### src/rtl/trigger_capture_if.sv
// -----------------------------------------------------------------------------
// trigger_capture_if
// Bundles the sample stream, trigger controls, record read port and status
// flags of the trigger capture stage.
//   master : drives sample_valid/sample, arm, trig_level, trig_slope,
//            force_trig, rd_en; observes rd_data, rd_valid, armed,
//            triggered, done.
//   slave  : the capture stage itself (mirror image of master).
// -----------------------------------------------------------------------------
interface trigger_capture_if;
   logic        sample_valid;
   logic [11:0] sample;
   logic        arm;
   logic [11:0] trig_level;
   logic        trig_slope;
   logic        force_trig;
   logic        rd_en;
   logic [11:0] rd_data;
   logic        rd_valid;
   logic        armed;
   logic        triggered;
   logic        done;

   modport master (
      output sample_valid, sample, arm, trig_level, trig_slope, force_trig, rd_en,
      input  rd_data, rd_valid, armed, triggered, done
   );

   modport slave (
      input  sample_valid, sample, arm, trig_level, trig_slope, force_trig, rd_en,
      output rd_data, rd_valid, armed, triggered, done
   );
endinterface

### src/rtl/trigger_capture.sv
// -----------------------------------------------------------------------------
// trigger_capture
// Pre/post-trigger capture of 12-bit ADC samples into a circular buffer.
// A capture starts on arm, fills PRETRIG history samples, waits for a
// level/slope crossing (or force_trig), stores DEPTH-PRETRIG samples from the
// trigger onward, then freezes the record and reads it out oldest-first.
//
// Ports:
//   clk   : system clock
//   reset : asynchronous, active-low reset
//   bus   : trigger_capture_if.slave
//             sample_valid/sample  - one-cycle sample strobes
//             arm                  - start/restart a capture
//             trig_level/slope     - trigger threshold and edge select
//             force_trig           - next WAIT_TRIG sample is the trigger
//             rd_en                - read one record word (DONE only)
//             rd_data/rd_valid     - read data, one cycle after rd_en
//             armed/triggered/done - registered state flags
// -----------------------------------------------------------------------------
module trigger_capture #(
   parameter int DEPTH   = 256,
   parameter int PRETRIG = 64
) (
   input  logic              clk,
   input  logic              reset,
   trigger_capture_if.slave  bus
);

   localparam int AW = $clog2(DEPTH);

   localparam logic [AW-1:0] PRE_CNT  = AW'(PRETRIG);
   localparam logic [AW-1:0] POST_LEN = AW'(DEPTH - PRETRIG);
   localparam logic [AW-1:0] LAST_RD  = AW'(DEPTH - 1);
   localparam logic [AW-1:0] ONE      = AW'(1);

   typedef enum logic [2:0] {
      ST_IDLE,
      ST_PREFILL,
      ST_WAIT_TRIG,
      ST_POST,
      ST_DONE
   } state_t;

   state_t state_q, state_d;

   logic [AW-1:0] wr_ptr_q,   wr_ptr_d;
   logic [AW-1:0] cnt_q,      cnt_d;
   logic [AW-1:0] trig_ptr_q, trig_ptr_d;
   logic [AW-1:0] rd_ptr_q,   rd_ptr_d;
   logic [AW-1:0] rd_cnt_q,   rd_cnt_d;
   logic [11:0]   prev_q,     prev_d;
   logic          rd_valid_q, rd_valid_d;
   logic          armed_q,    armed_d;
   logic          triggered_q, triggered_d;
   logic          done_q,     done_d;

   // Record buffer: one write port (sample path), one registered read port.
   logic [11:0]   mem [DEPTH];
   logic [11:0]   mem_rd_q;

   logic          wr_en;
   logic          rd_accept;
   logic          rising_hit;
   logic          falling_hit;
   logic          trig_hit;
   logic [AW-1:0] cnt_inc;

   // arm takes priority over everything: a strobe or read in the arm cycle
   // is discarded.
   assign wr_en = bus.sample_valid && !bus.arm &&
                  (state_q inside {ST_PREFILL, ST_WAIT_TRIG, ST_POST});

   assign rd_accept = bus.rd_en && !bus.arm && (state_q == ST_DONE);

   // Equality with the level only counts as a crossing when coming from the
   // strict side, so a signal parked on the level never triggers.
   assign rising_hit  = (prev_q < bus.trig_level) && (bus.sample >= bus.trig_level);
   assign falling_hit = (prev_q > bus.trig_level) && (bus.sample <= bus.trig_level);

   assign trig_hit = wr_en && (state_q == ST_WAIT_TRIG) &&
                     (bus.force_trig || (bus.trig_slope ? rising_hit : falling_hit));

   assign cnt_inc = cnt_q + ONE;

   // ---------------------------------------------------------------------------
   // FSM: state register
   // ---------------------------------------------------------------------------
   always_ff @(posedge clk or negedge reset) begin
      if (!reset) begin
         state_q <= ST_IDLE;
      end else begin
         state_q <= state_d;
      end
   end

   // ---------------------------------------------------------------------------
   // FSM: next-state logic
   // ---------------------------------------------------------------------------
   always_comb begin
      state_d = state_q;
      if (bus.arm) begin
         state_d = ST_PREFILL;
      end else begin
         unique case (state_q)
            ST_IDLE: begin
               state_d = ST_IDLE;
            end
            ST_PREFILL: begin
               if (wr_en && (cnt_inc == PRE_CNT)) begin
                  state_d = ST_WAIT_TRIG;
               end
            end
            ST_WAIT_TRIG: begin
               // With a single post-trigger sample the record is complete
               // as soon as the trigger sample lands.
               if (trig_hit) begin
                  state_d = (POST_LEN == ONE) ? ST_DONE : ST_POST;
               end
            end
            ST_POST: begin
               if (wr_en && (cnt_inc == POST_LEN)) begin
                  state_d = ST_DONE;
               end
            end
            ST_DONE: begin
               if (rd_accept && (rd_cnt_q == LAST_RD)) begin
                  state_d = ST_IDLE;
               end
            end
            default: begin
               state_d = ST_IDLE;
            end
         endcase
      end
   end

   // ---------------------------------------------------------------------------
   // FSM: registered output flags, derived from the next state so they line
   // up with the state register.
   // ---------------------------------------------------------------------------
   always_comb begin
      armed_d     = (state_d == ST_PREFILL) || (state_d == ST_WAIT_TRIG);
      triggered_d = (state_d == ST_POST) || (state_d == ST_DONE);
      done_d      = (state_d == ST_DONE);
   end

   // ---------------------------------------------------------------------------
   // Datapath: pointers, counters, previous sample
   // ---------------------------------------------------------------------------
   always_comb begin
      wr_ptr_d   = wr_ptr_q;
      cnt_d      = cnt_q;
      trig_ptr_d = trig_ptr_q;
      rd_ptr_d   = rd_ptr_q;
      rd_cnt_d   = rd_cnt_q;
      prev_d     = prev_q;
      rd_valid_d = rd_accept;

      if (bus.arm) begin
         wr_ptr_d = '0;
         cnt_d    = '0;
         rd_cnt_d = '0;
      end else begin
         if (wr_en) begin
            wr_ptr_d = wr_ptr_q + ONE;
            prev_d   = bus.sample;
            // cnt only tracks progress in PREFILL and POST; it is reloaded
            // on the trigger.
            if (state_q != ST_WAIT_TRIG) begin
               cnt_d = cnt_inc;
            end
         end

         if (trig_hit) begin
            trig_ptr_d = wr_ptr_q;
            cnt_d      = ONE;
         end

         if (rd_accept) begin
            rd_ptr_d = rd_ptr_q + ONE;
            rd_cnt_d = rd_cnt_q + ONE;
         end

         // On entry to DONE point the reader at the oldest pre-trigger sample.
         if ((state_d == ST_DONE) && (state_q != ST_DONE)) begin
            rd_ptr_d = trig_ptr_d - PRE_CNT;
            rd_cnt_d = '0;
         end
      end
   end

   always_ff @(posedge clk or negedge reset) begin
      if (!reset) begin
         wr_ptr_q    <= '0;
         cnt_q       <= '0;
         trig_ptr_q  <= '0;
         rd_ptr_q    <= '0;
         rd_cnt_q    <= '0;
         prev_q      <= '0;
         rd_valid_q  <= 1'b0;
         armed_q     <= 1'b0;
         triggered_q <= 1'b0;
         done_q      <= 1'b0;
      end else begin
         wr_ptr_q    <= wr_ptr_d;
         cnt_q       <= cnt_d;
         trig_ptr_q  <= trig_ptr_d;
         rd_ptr_q    <= rd_ptr_d;
         rd_cnt_q    <= rd_cnt_d;
         prev_q      <= prev_d;
         rd_valid_q  <= rd_valid_d;
         armed_q     <= armed_d;
         triggered_q <= triggered_d;
         done_q      <= done_d;
      end
   end

   // ---------------------------------------------------------------------------
   // Buffer RAM (no reset so it maps onto block RAM)
   // ---------------------------------------------------------------------------
   always_ff @(posedge clk) begin
      if (wr_en) begin
         mem[wr_ptr_q] <= bus.sample;
      end
      if (rd_accept) begin
         mem_rd_q <= mem[rd_ptr_q];
      end
   end

   // rd_data is forced to zero whenever it is not valid, which also gives the
   // zero value under reset without resetting the RAM output register.
   assign bus.rd_data   = rd_valid_q ? mem_rd_q : 12'h000;
   assign bus.rd_valid  = rd_valid_q;
   assign bus.armed     = armed_q;
   assign bus.triggered = triggered_q;
   assign bus.done      = done_q;

endmodule

### src/flat_wrapper.sv
// flat-port wrapper written by rule: the top's interface ports become plain ports
module trigger_capture_flat 
#(
   parameter int DEPTH   = 256,
   parameter int PRETRIG = 64
)
  (clk, reset, bus_sample_valid, bus_sample, bus_arm, bus_trig_level, bus_trig_slope, bus_force_trig, bus_rd_en, bus_rd_data, bus_rd_valid, bus_armed, bus_triggered, bus_done);
  trigger_capture_if bus_i ();
  input  logic clk;
  input  logic reset;
  input wire logic [$bits(bus_i.sample_valid)-1:0] bus_sample_valid;
  input wire logic [$bits(bus_i.sample)-1:0] bus_sample;
  input wire logic [$bits(bus_i.arm)-1:0] bus_arm;
  input wire logic [$bits(bus_i.trig_level)-1:0] bus_trig_level;
  input wire logic [$bits(bus_i.trig_slope)-1:0] bus_trig_slope;
  input wire logic [$bits(bus_i.force_trig)-1:0] bus_force_trig;
  input wire logic [$bits(bus_i.rd_en)-1:0] bus_rd_en;
  output wire logic [$bits(bus_i.rd_data)-1:0] bus_rd_data;
  output wire logic [$bits(bus_i.rd_valid)-1:0] bus_rd_valid;
  output wire logic [$bits(bus_i.armed)-1:0] bus_armed;
  output wire logic [$bits(bus_i.triggered)-1:0] bus_triggered;
  output wire logic [$bits(bus_i.done)-1:0] bus_done;
  assign bus_i.sample_valid = bus_sample_valid;
  assign bus_i.sample = bus_sample;
  assign bus_i.arm = bus_arm;
  assign bus_i.trig_level = bus_trig_level;
  assign bus_i.trig_slope = bus_trig_slope;
  assign bus_i.force_trig = bus_force_trig;
  assign bus_i.rd_en = bus_rd_en;
  assign bus_rd_data = bus_i.rd_data;
  assign bus_rd_valid = bus_i.rd_valid;
  assign bus_armed = bus_i.armed;
  assign bus_triggered = bus_i.triggered;
  assign bus_done = bus_i.done;
  trigger_capture #(.DEPTH(DEPTH), .PRETRIG(PRETRIG)) u_core (.clk(clk), .reset(reset), .bus(bus_i));
endmodule
### config.mk
export PLATFORM = sky130hd
export DESIGN_NAME = trigger_capture_flat
export DESIGN_NICKNAME = d
export VERILOG_FILES = /design/src/rtl/trigger_capture_if.sv /design/src/rtl/trigger_capture.sv /design/src/flat_wrapper.sv
export SDC_FILE = /design/constraint.sdc
export NUM_CORES = 2
export LEC_CHECK = 0
export CORE_MARGIN = 2
export CORE_UTILIZATION = 26
export DETAILED_ROUTE_END_ITERATION = 10
export PLACE_DENSITY = 0.41
export SYNTH_ARGS = -nofsm -noshare
export SYNTH_HDL_FRONTEND = slang
export SYNTH_SLANG_ARGS = --single-unit
### constraint.sdc
create_clock -name clk -period 5.59 [get_ports clk]
set_input_delay 0.559 -clock clk [delete_from_list [all_inputs] [get_ports clk]]
set_output_delay 0.559 -clock clk [all_outputs]
set_load 0.05 [all_outputs]
==> results.cfg <==
[run_status]
status = completed

[setup_path]
cp.depth = 8
crit_fanout = 47
ff2ff_setup_slack_ps = 570
start_kind = flop
path_delay_family = compound AO/OA/AOI/OAI gates
crit_required_ps = 6400
criticalPathCategory = flop to flop
critPathSlowestCell = dfrtp_4
reg2reg_from = u_core.rd_ptr_q[3]$_DFFE_PN0P_
worstSetupStartpoint = u_core.rd_ptr_q[3]$_DFFE_PN0P_
reg2regPathDepth = 8
crit_chain = nor2b_4, buf_12, a22oi_1, a21oi_1, nor3_1, buf_4, o22ai_1, or3_1
reg2reg_to = u_core.mem_rd_q[10]$_DFFE_PP_
end_kind = flop
cp.arrival_ps = 5830
cpPeakStageDelay_ps = 880
path_buf_inv = 2

[flow_run]
maxCapViolCount = 0

[clock_network]
cts_sinks = 3143
htreeDepth = 5
ctsLongestPathBuffers = 4
cts-root-buf = clkbuf_16
cts_resized = 0
clock_latency_ps = 960
cts_made_buffers = 348
cts_tree = done
path_clk_slew_ps = 60

[synth]
netlist_area_mm2 = 0.1212
synthArstFlopShare = 0.01877
synth_seq_cells = 3143
ys_types = 58
avgSynthCellArea_um2 = 22.03
ys_seq_area_frac = 0.7765
postSynthCellCount = 5501
ys.flop_type = edfxtp_1
synth_edf_count = 3084
yosys_warnings = 0
syn-num-nets = 5564

[pwr]
total_power_w = 0.04881
power.density_mw_per_mm2 = 341.3
p_leak_nw = 43.19
peakVddDrop_mv = 0.2494

[floorplan]
rows = 250
die_width_um = 686.7
boundaryPins = 47
core_area_mm2 = 0.4639
initial_core_util = 0.2612
die_area_mm2 = 0.4715
die-height_um = 686.7

[min_path]
hold_path_class = input port to flop
hold_start = bus_sample[2]
min_to = u_core.mem[226][2]$_DFFE_PP_
whs_path_depth = 1

[global_routing]
grt_pass1_wl_um = 522600
grt.total_usage = 0.1574
grt_max_degree = 146
overflow = 0
grt_pass1_vias = 61480
antenna_found_initial = 30

[routing]
drcViolationCount = 0
wl_per_cell_um = 30.35
route.vias.total = 60390
wl_um = 379600
ant_nets = 0
vias_per_cell = 4.828
drt_iter0_markers = 6663
drt-pass1-iter-count = 7

[final_layout]
drive_gt1_frac = 0.2841
final_util = 0.3083
syn_to_final_growth_pct = 18.03
layout_commonest_cell = edfxtp_1
nFillCells = 44580
final_cell_mix = edfxtp_1 (3084), mux4_2 (767), buf_4 (431)
fin_nets = 6114

[timing]
report.final.slew_viol_count = 0
min_period_over_period = 0.8984
whs_ps = 109.2
fmax_mhz = 199.1
finalHoldViolCount = 0
rsz0062_at_grt = no
fin_crit_ps = 5022
relSlewSlack = 0.1156
setup_ws_ps = 567.8
final-setup-viol-count = 0
worstMarginPinSlew_ps = 1322
finalClockSkew_ps = 57.42
setup-tns-final_ps = 0

[placement]
preCtsSetupSlack_ps = 616.2
portBuffers = 46
hpwl_um = 236200
gp_congestion = 0.7835
==> cell families (layout without fill, tap and decap cells) <==
family | after synthesis | count (layout) | share of synthesized area
AO/OA/AOI/OAI | 562 | 562 | 0.03483
XOR/XNOR | 21 | 21 | 0.001518
adder cells (fa/ha/maj) | 32 | 32 | 0.003304
buffers and inverters | 355 | 1173 | 0.01474
flip-flops | 3143 | 3143 | 0.7765
multiplexers | 835 | 835 | 0.1485
other | 0 | 14 | 0
AND/OR/NAND/NOR | 553 | 553 | 0.02064
==> stage by stage <==
step                      area (µm²)  instances
final                         143000      12510
after global routing          143000      12490
after CTS                     143000      12490
after detailed placement      132000      11870
after global placement        132000      11870
after floorplan               121200       5501
==> registers in the layout (all words and copies together), names as in the netlist <==
name                  count
u_core.rd_cnt_q           8
u_core.state_q            3
u_core.mem             3072
u_core.bus.triggered      1
u_core.wr_ptr_q           8
u_core.mem_rd_q          12
u_core.trig_ptr_q         8
u_core.rd_ptr_q           8
u_core.bus.rd_valid       1
u_core.prev_q            12
u_core.bus.armed          1
u_core.bus.done           1
u_core.cnt_q              8
==> timing repair <==
action	4_1_cts	5_1_grt
hold buffers	10	0
hold endpoints to repair	135	0
buffers inserted	0	0
==> area by class of cell <==
| type | instances | area (µm²) | share of cell area |
|---|---|---|---|
| multi-input cells | 2003 | 25400 | 0.1776 |
| inverters | 22 | 82.58 | 0.0005774 |
| diodes | 14 | 35.03 | 0.0002450 |
| well taps | 6174 | 7725 | 0.05402 |
| clock buffers | 441 | 9184 | 0.06422 |
| repair buffers | 533 | 4787 | 0.03347 |
| flip-flops and latches | 3143 | 94100 | 0.6580 |
| clock inverters | 177 | 1697 | 0.01186 |
==> metal layers <==
metal | vias up | GRT usage | part of all wire
met3 | 418 | 0.02306 | 0.058
met2 | 1796 | 0.2460 | 0.46
li1 | 24540 | - | -
met1 | 33630 | 0.2338 | 0.46
met5 | - | 0 | 0.000053
met4 | 2 | 0.02987 | 0.019
==> worst max path at each step <==
| stage | end | slack [ps] |
|---|---|---|
| floorplan | u_core.mem[105][0]$_DFFE_PP_ | 2780 |
| global placement | u_core.mem_rd_q[8]$_DFFE_PP_ | 620 |
| detailed placement | u_core.mem_rd_q[8]$_DFFE_PP_ | 620 |
| CTS | u_core.mem_rd_q[8]$_DFFE_PP_ | 620 |
| global route | u_core.mem_rd_q[2]$_DFFE_PP_ | 580 |
| finish | u_core.mem_rd_q[10]$_DFFE_PP_ | 570 |
==> report_power, final <==
part | switching, W | internal, W
Clock | 0.00954 | 0.0127
Combinational | 0.000566 | 0.000115
Sequential | 0.0000176 | 0.0259
==> cells in the mapped netlist, types with 3 or more instances <==
cell | number | area, µm²
nor4_1 | 12 | 75.07
inv_1 | 21 | 78.83
mux2i_1 | 39 | 390.4
nand2_1 | 56 | 210.2
buf_2 | 71 | 355.3
nor3_1 | 28 | 140.1
or3_1 | 7 | 43.79
nand2b_1 | 7 | 43.79
o21ai_0 | 18 | 90.09
nor2b_1 | 20 | 125.1
nand4_1 | 25 | 156.4
and3_1 | 11 | 68.82
xor2_1 | 8 | 70.07
buf_4 | 50 | 375.4
a221oi_1 | 64 | 560.5
buf_1 | 35 | 131.4
a21oi_1 | 87 | 435.4
nand3_1 | 60 | 300.3
nand3b_1 | 3 | 22.52
mux2_2 | 29 | 326.6
dfrtp_1 | 59 | 1476
o22ai_1 | 56 | 350.3
a221oi_2 | 17 | 255.2
a22o_1 | 83 | 727.0
nor3b_1 | 4 | 30.03
a22oi_1 | 169 | 1269
buf_6 | 22 | 247.7
a32oi_1 | 3 | 26.28
nor2_1 | 293 | 1100
and2_1 | 16 | 100.1
clkbuf_1 | 154 | 578.1
a21o_1 | 10 | 75.07
o211ai_1 | 4 | 30.03
edfxtp_1 | 3084 | 92610
mux4_2 | 767 | 17270
ha_1 | 32 | 400.4
xnor2_1 | 13 | 113.9
o31a_1 | 16 | 140.1
or2_2 | 4 | 25.02
a31oi_1 | 14 | 87.58
a311oi_1 | 4 | 35.03
o31ai_1 | 7 | 52.55
(Power assumes the default switching activity.)
